## src/rtl/param_univ_reg.sv

```systemverilog
// ----------------------------------------------------------------------------
// param_univ_reg
//
// Parametrised universal register. A WIDTH-bit storage element with enable,
// parallel load, serial shift left/right, rotate left/right and up/down
// counting. A serial-out bit records the last bit that left the register,
// a wrap pulse marks counter overflow/underflow, and a zero flag reports an
// all-zero register. Typical uses are shift chains, small counters and
// serial/parallel converters.
//
// Parameters
//   WIDTH    register width in bits (WIDTH >= 2)
//   RST_VAL  value loaded into Q by reset
//
// Ports
//   Clk   in   1      clock, all state changes on the rising edge
//   rst   in   1      synchronous active-high reset
//   en    in   1      operation enable, register holds when low
//   mode  in   3      operation select
//   D     in   WIDTH  parallel load data
//   SI    in   1      serial input for the shift operations
//   Q     out  WIDTH  registered contents
//   SO    out  1      last bit shifted or rotated out (registered)
//   CO    out  1      single-cycle wrap pulse from increment/decrement
//   Z     out  1      combinational flag, high when Q is all zeros
// ----------------------------------------------------------------------------
module param_univ_reg #(
    parameter int               WIDTH   = 8,
    parameter logic [WIDTH-1:0] RST_VAL = '0
) (
    input  logic             Clk,
    input  logic             rst,
    input  logic             en,
    input  logic [2:0]       mode,
    input  logic [WIDTH-1:0] D,
    input  logic             SI,
    output logic [WIDTH-1:0] Q,
    output logic             SO,
    output logic             CO,
    output logic             Z
);

    // Operation encodings carried on the mode input.
    typedef enum logic [2:0] {
        MODE_HOLD = 3'b000,
        MODE_LOAD = 3'b001,
        MODE_SHL  = 3'b010,
        MODE_SHR  = 3'b011,
        MODE_ROL  = 3'b100,
        MODE_ROR  = 3'b101,
        MODE_INC  = 3'b110,
        MODE_DEC  = 3'b111
    } mode_e;

    logic [WIDTH-1:0] regQ_q,  regQ_d;
    logic             serOut_q, serOut_d;
    logic             wrap_q,  wrap_d;

    // One extra bit on the counter arithmetic exposes the carry (increment)
    // or borrow (decrement) out of the top bit. For the decrement, the extra
    // bit goes high only when the register was zero, i.e. exactly on the
    // underflow wrap.
    logic [WIDTH:0]   incSum;
    logic [WIDTH:0]   decDiff;

    // Counter arithmetic, always computed; only used in the counting modes.
    always_comb begin
        incSum  = {1'b0, regQ_q} + (WIDTH+1)'(1);
        decDiff = {1'b0, regQ_q} - (WIDTH+1)'(1);
    end

    // Next-state selection. The serial-out bit and the register hold by
    // default; the wrap pulse defaults to zero so it can only ever last a
    // single cycle, and it is cleared whenever en is low.
    always_comb begin
        regQ_d   = regQ_q;
        serOut_d = serOut_q;
        wrap_d   = 1'b0;
        if (en) begin
            case (mode_e'(mode))
                MODE_HOLD: begin
                    regQ_d = regQ_q;
                end
                MODE_LOAD: begin
                    regQ_d = D;
                end
                MODE_SHL: begin
                    regQ_d   = {regQ_q[WIDTH-2:0], SI};
                    serOut_d = regQ_q[WIDTH-1];
                end
                MODE_SHR: begin
                    regQ_d   = {SI, regQ_q[WIDTH-1:1]};
                    serOut_d = regQ_q[0];
                end
                MODE_ROL: begin
                    regQ_d   = {regQ_q[WIDTH-2:0], regQ_q[WIDTH-1]};
                    serOut_d = regQ_q[WIDTH-1];
                end
                MODE_ROR: begin
                    regQ_d   = {regQ_q[0], regQ_q[WIDTH-1:1]};
                    serOut_d = regQ_q[0];
                end
                MODE_INC: begin
                    regQ_d = incSum[WIDTH-1:0];
                    wrap_d = incSum[WIDTH];
                end
                MODE_DEC: begin
                    regQ_d = decDiff[WIDTH-1:0];
                    wrap_d = decDiff[WIDTH];
                end
                default: begin
                    regQ_d = regQ_q;
                end
            endcase
        end
    end

    // State registers. Reset is synchronous and overrides any operation on
    // the same edge, including a counter wrap.
    always_ff @(posedge Clk) begin
        if (rst) begin
            regQ_q   <= RST_VAL;
            serOut_q <= 1'b0;
            wrap_q   <= 1'b0;
        end else begin
            regQ_q   <= regQ_d;
            serOut_q <= serOut_d;
            wrap_q   <= wrap_d;
        end
    end

    // Outputs: everything is registered except the zero flag, which tracks
    // the register contents within the same cycle.
    always_comb begin
        Q  = regQ_q;
        SO = serOut_q;
        CO = wrap_q;
        Z  = (regQ_q == '0);
    end

endmodule
```

## config.mk

```make
export PLATFORM = sky130hd
export DESIGN_NAME = param_univ_reg
export DESIGN_NICKNAME = d
export VERILOG_FILES = /design/src/rtl/param_univ_reg.sv
export SDC_FILE = /design/constraint.sdc
export NUM_CORES = 1
export LEC_CHECK = 0
export ABC_CLOCK_PERIOD_IN_PS = 2850
export CORE_MARGIN = 3
export CORE_UTILIZATION = 40
export CTS_BUF_LIST = sky130_fd_sc_hd__clkbuf_8
export DETAILED_ROUTE_END_ITERATION = 10
export GPL_TIMING_DRIVEN = 0
export HOLD_SLACK_MARGIN = 0.1
export PLACE_DENSITY = 0.66
export SLEW_MARGIN = 15
export SYNTH_ARGS = -nofsm -noshare
export SYNTH_HDL_FRONTEND = slang
export SYNTH_SLANG_ARGS = --single-unit
```

## constraint.sdc

```tcl
create_clock -name Clk -period 2.85 [get_ports Clk]
set_input_delay 0.57 -clock Clk [delete_from_list [all_inputs] [get_ports Clk]]
set_output_delay 0.57 -clock Clk [all_outputs]
set_load 0.01 [all_outputs]
```

# Word-level counts from Yosys, hierarchy flattened
# Cells that the tools add are included.
dict set report totals {
  reg_bits 10
  input_bits 15
  out_inout_bits 11
  word_cells 25
}
dict set report op_classes {
  add_sub_neg 2
  eq_ne 7
  mux 3
  bitwise_logic 2
  reduce_logical 8
}
# operator n
set ops {}
lappend ops {{8-bit case mux with 7 select lines} 1}
lappend ops {{3-bit equality test, second input constant} 4}
lappend ops {{8-bit by 1-bit adder with 9-bit output, second input constant} 1}
lappend ops {{8-bit by 1-bit subtractor with 9-bit output, second input constant} 1}
lappend ops {{8-bit zero test} 1}
lappend ops {{3-bit by 2-bit equality test with 1-bit output, second input constant} 2}
lappend ops {{2-bit OR reduction} 3}
lappend ops {{1-bit case mux with 2 select lines} 2}
lappend ops {{2-bit AND reduction} 2}
lappend ops {{3-bit by 1-bit equality test with 1-bit output, second input constant} 1}
lappend ops {{3-bit zero test} 1}
lappend ops {{1-bit inverter} 2}
lappend ops {{2-bit nonzero test} 1}

# Logic depth before layout (Yosys ltp)
dict set report logic_depth {
  depth_word 4
  ltp_mapped 8
  mapped_depth_nobuf 7
}

# Least setup slack after synthesis
# No wires, ideal clock.
dict set report synth_timing {
  path_kind {reg2out}
  startpoint {register regQ_q[4], in the netlist Q[4]}
  endpoint {output Z}
  arrival_time_ns 1.374
  required_time_ns 2.280
  path_slack_ns 0.906
  stages_incl_launch_ff 4
  n_path_buf 1
  cell_sequence {dfxtp_1 > buf_6 > or4_4 > nor4b_2}
}
dict set report synth_via {
  elab_chain_len 1
}
# item line
set synth_lines {}
lappend synth_lines {{start: declaration} 55} ;# logic [WIDTH-1:0] regQ_q, regQ_d;
lappend synth_lines {{start signal: assignment} 126} ;# regQ_q <= regQ_d;
lappend synth_lines {{8-bit zero test} 138} ;# Z = (regQ_q == '0);
lappend synth_lines {{end: declaration} 40} ;# output logic Z
# No other way between the ends.

# Worst setup path after layout
# Ends and elaborated chain as after synthesis.

==> impl_results.md <==
* Status: finished, final reports clean
* Mean Syn Cell Area at just under 8 um^2
* Max Clk Rate at between 300 and 400 MHz
* Critical Path End Type: primary output
* Synth unique cells at 51
* Initial core utilization at a little over two fifths
* Hold-fix buffers, CTS at 0
* Critical path class: reg2out
* Launch point of the worst reg-to-reg path: Q[4]
* CP Launch Point: Q[4]
* Yosys warning total at 0
* Post-route DRC at 0
* Root Driver: clkbuf_8
* Core area at between 2000 and 3000 um^2
* GRT overflow at 0
* Ant diodes at 0
* Largest net degree at the start of global routing at 11
* Global Route Usage Sum at roughly a fifth
* Global placer's final weighted congestion at roughly 0.91
* I/O pins at 26
* Port Buffers at 22
* Period utilization at between 90% and 100%
* Routed WL at around 3.3 mm
* Reg2reg path depth at 6
* R2R Path End: Q[7]
* P_int at roughly 0.00038 W
* Sw Pwr at ~0.00019 W
* Post-Synthesis Cells at ~150
* First-pass GRT wire length at between 5 and 6 mm
* Post-CTS Setup Inserts at 0
* Setup TNS at 0 ns
* Vias in the first global route at approximately 1,100
* Clock power share at 34.0%
* Crit path max fanout at 10
* Comb pwr share at about 38%
* R2R setup slack at 1.00 ns
* Endpoints failing hold at 0
* Startpoint types: flip-flop
* Reg power frac at ~28%
* Die Span Y at 58.9 um
* Share of post-route cells with drive strength above 1 at between 10% and 20%
* Top cells by area, synth: dfxtp_1, a21oi_1, clkbuf_8
* Synth area leader: dfxtp_1
* Cells resized by post-CTS repair at 0
* CTS tree: done
* Nets at around 190
* Antenna viol nets, final at 0
* CP endpoint: Z
* Worst relative slew slack at 61.2%
* Pwr/cell area at 396 nW/um^2
* Most frequent cell after synthesis: a21oi_1
* Worst-Margin Slew at about 0.58 ns
* Worst-Skew Late Latency at 0.25 ns
* Number of synthesized flops with an enable pin at 0
* Num CTS Buffers at 3
* Area share of the leading cell type in the synthesized netlist at around 18%
* Seq cells post-synth at 10
* Final Skew at between 0.003 and 0.004 ns
* Die extent in x at 58.9 um
* Via count at 1,231
* Post-DP HPWL at between 2 and 2.5 mm
* Max clock buf depth at 2
* Synthesized Nets at 162
* Filler cell count at around 250
* Min-delay worst type: in2reg
* Max Cap Viol at 0
* Area delta synth->final at 28.0%
* Endpoints failing setup at 0
* Seq/Total Area, Yosys at between 10% and 20%
* Iter 0 DRT Violations at 70
* Via density at approximately 6.1
* Clock slew at reported path FFs at approximately 0.060 ns
* Max-slew violation count at 0
* Rows at 18
* Asr flop ratio synth at 0%
* H-Tree Depth at 1
* Clock sink count at 10
* Worst EP arrival at approximately 2.1 ns
* Main synth FF type: dfxtp_1
* Die Footprint at around 3500 um^2
* Leak pwr at approximately 0.54 nW
* WL/cell at 16.3 um
* Sw frac at roughly a third
* Syn Std Cell Area at roughly 1100 um^2
* Unrepaired setup endpoints after global routing: false
* List of most frequent post-synthesis cells: a21oi_1, nand2_1, dfxtp_1, nor2_1, nand3_1
* Initial antenna violation count at 0
* Tmin final at approximately 2.7 ns
* First-pass iteration count of the detailed router at 4
* Max IR drop VDD at 0.273 mV
* Post-Route Utilization at 55.7%
* Req. time, crit path at ~2.3 ns
==> power groups by stage <==
stage | Combinational (W) | Clock, W | Sequential (W)
2_1_floorplan | 0.000135 | 0 | 0.000166
3_3_place_gp | 0.000208 | 0 | 0.000162
3_5_place_dp | 0.000210 | 0 | 0.000163
4_1_cts | 0.000211 | 0.000190 | 0.000160
5_1_grt | 0.000229 | 0.000194 | 0.000162
6_report | 0.000214 | 0.000193 | 0.000160
==> through the flow <==
step,power [W],cells,hold WS [ns],setup slack [ns],cell area (um^2)
6_report,0.000567,201,0.561,0.139,1430
5_1_grt,0.000586,201,0.574,0.0819,1430
4_1_cts,0.000561,201,0.567,0.135,1430
3_5_place_dp,0.000373,197,0.606,0.397,1380
3_3_place_gp,0.000370,197,0.582,0.393,1380
2_1_floorplan,0.000300,145,0.584,0.906,1120
==> cell families (layout without fill, tap and decap cells) <==
kind of cell	after synthesis	after routing	share of synthesized area (%)
AOI/OAI and AO/OA	44	44	26.7
xor gates and xnor gates	4	4	3.14
adders and majority gates	2	2	2.24
buffers and inverters	22	48	14.4
DFF	10	10	17.9
muxes	6	6	5.49
and+or+nand+nor	57	57	30.1
==> worst min-delay path by stage <==
| stage | startpoint | to | slack [ns] | cells past startpoint |
|---|---|---|---|---|
| final | rst | Q[6] | 0.56 | 2 |
| after global routing | rst | Q[3] | 0.57 | 2 |
| after CTS | rst | Q[3] | 0.57 | 2 |
| after detailed placement | SO | SO | 0.61 | 2 |
| after global placement | SO | SO | 0.58 | 2 |
| after floorplan | Q[5] | Q[5] | 0.58 | 2 |
==> layout by cell type (no fill, tap or decap), types with 3 or more instances in the layout <==
cell and instances:
inv_1 6, nor2_1 10, mux2i_1 5, dfxtp_1 10, nand2_1 13, a21oi_1 15
clkdlybuf4s50_1 22, xnor2_1 3, clkbuf_1 4, clkbuf_8 9, nand3_1 7, nor3_1 3
o221ai_1 3, a211oi_1 6, o21ai_0 6
==> metal layers <==
layer	vias up	global-route usage [%]	wire, um
li1	586	-	-
met1	570	30.0	1530
met2	69	27.4	1440
met3	6	4.17	281
met4	0	8.09	31
met5	-	0	0
==> final cells by class <==
class / count / area, um^2 / share of cell area, %
clock buffers: 4 / 55.1 / 3.85
multi-input cells: 113 / 756 / 52.8
well taps: 30 / 37.5 / 2.62
flip-flops and latches: 10 / 200 / 14.0
repair buffers: 22 / 220 / 15.4
plain buffers: 16 / 139 / 9.71
inverters: 6 / 22.5 / 1.57
==> flip-flops by register name (all words and copies together) (netlist names) <==
| name | cells |
|---|---|
| CO | 1 |
| SO | 1 |
| Q | 8 |
==> critical path, stage by stage, from the launching register on <==
cell	delay, ns
dfxtp_1	0.31
buf_6	0.14
or4_4	0.53
nor4b_2	0.32
clkdlybuf4s50_1	0.59
Note: power is estimated with default switching activity, not from simulation.
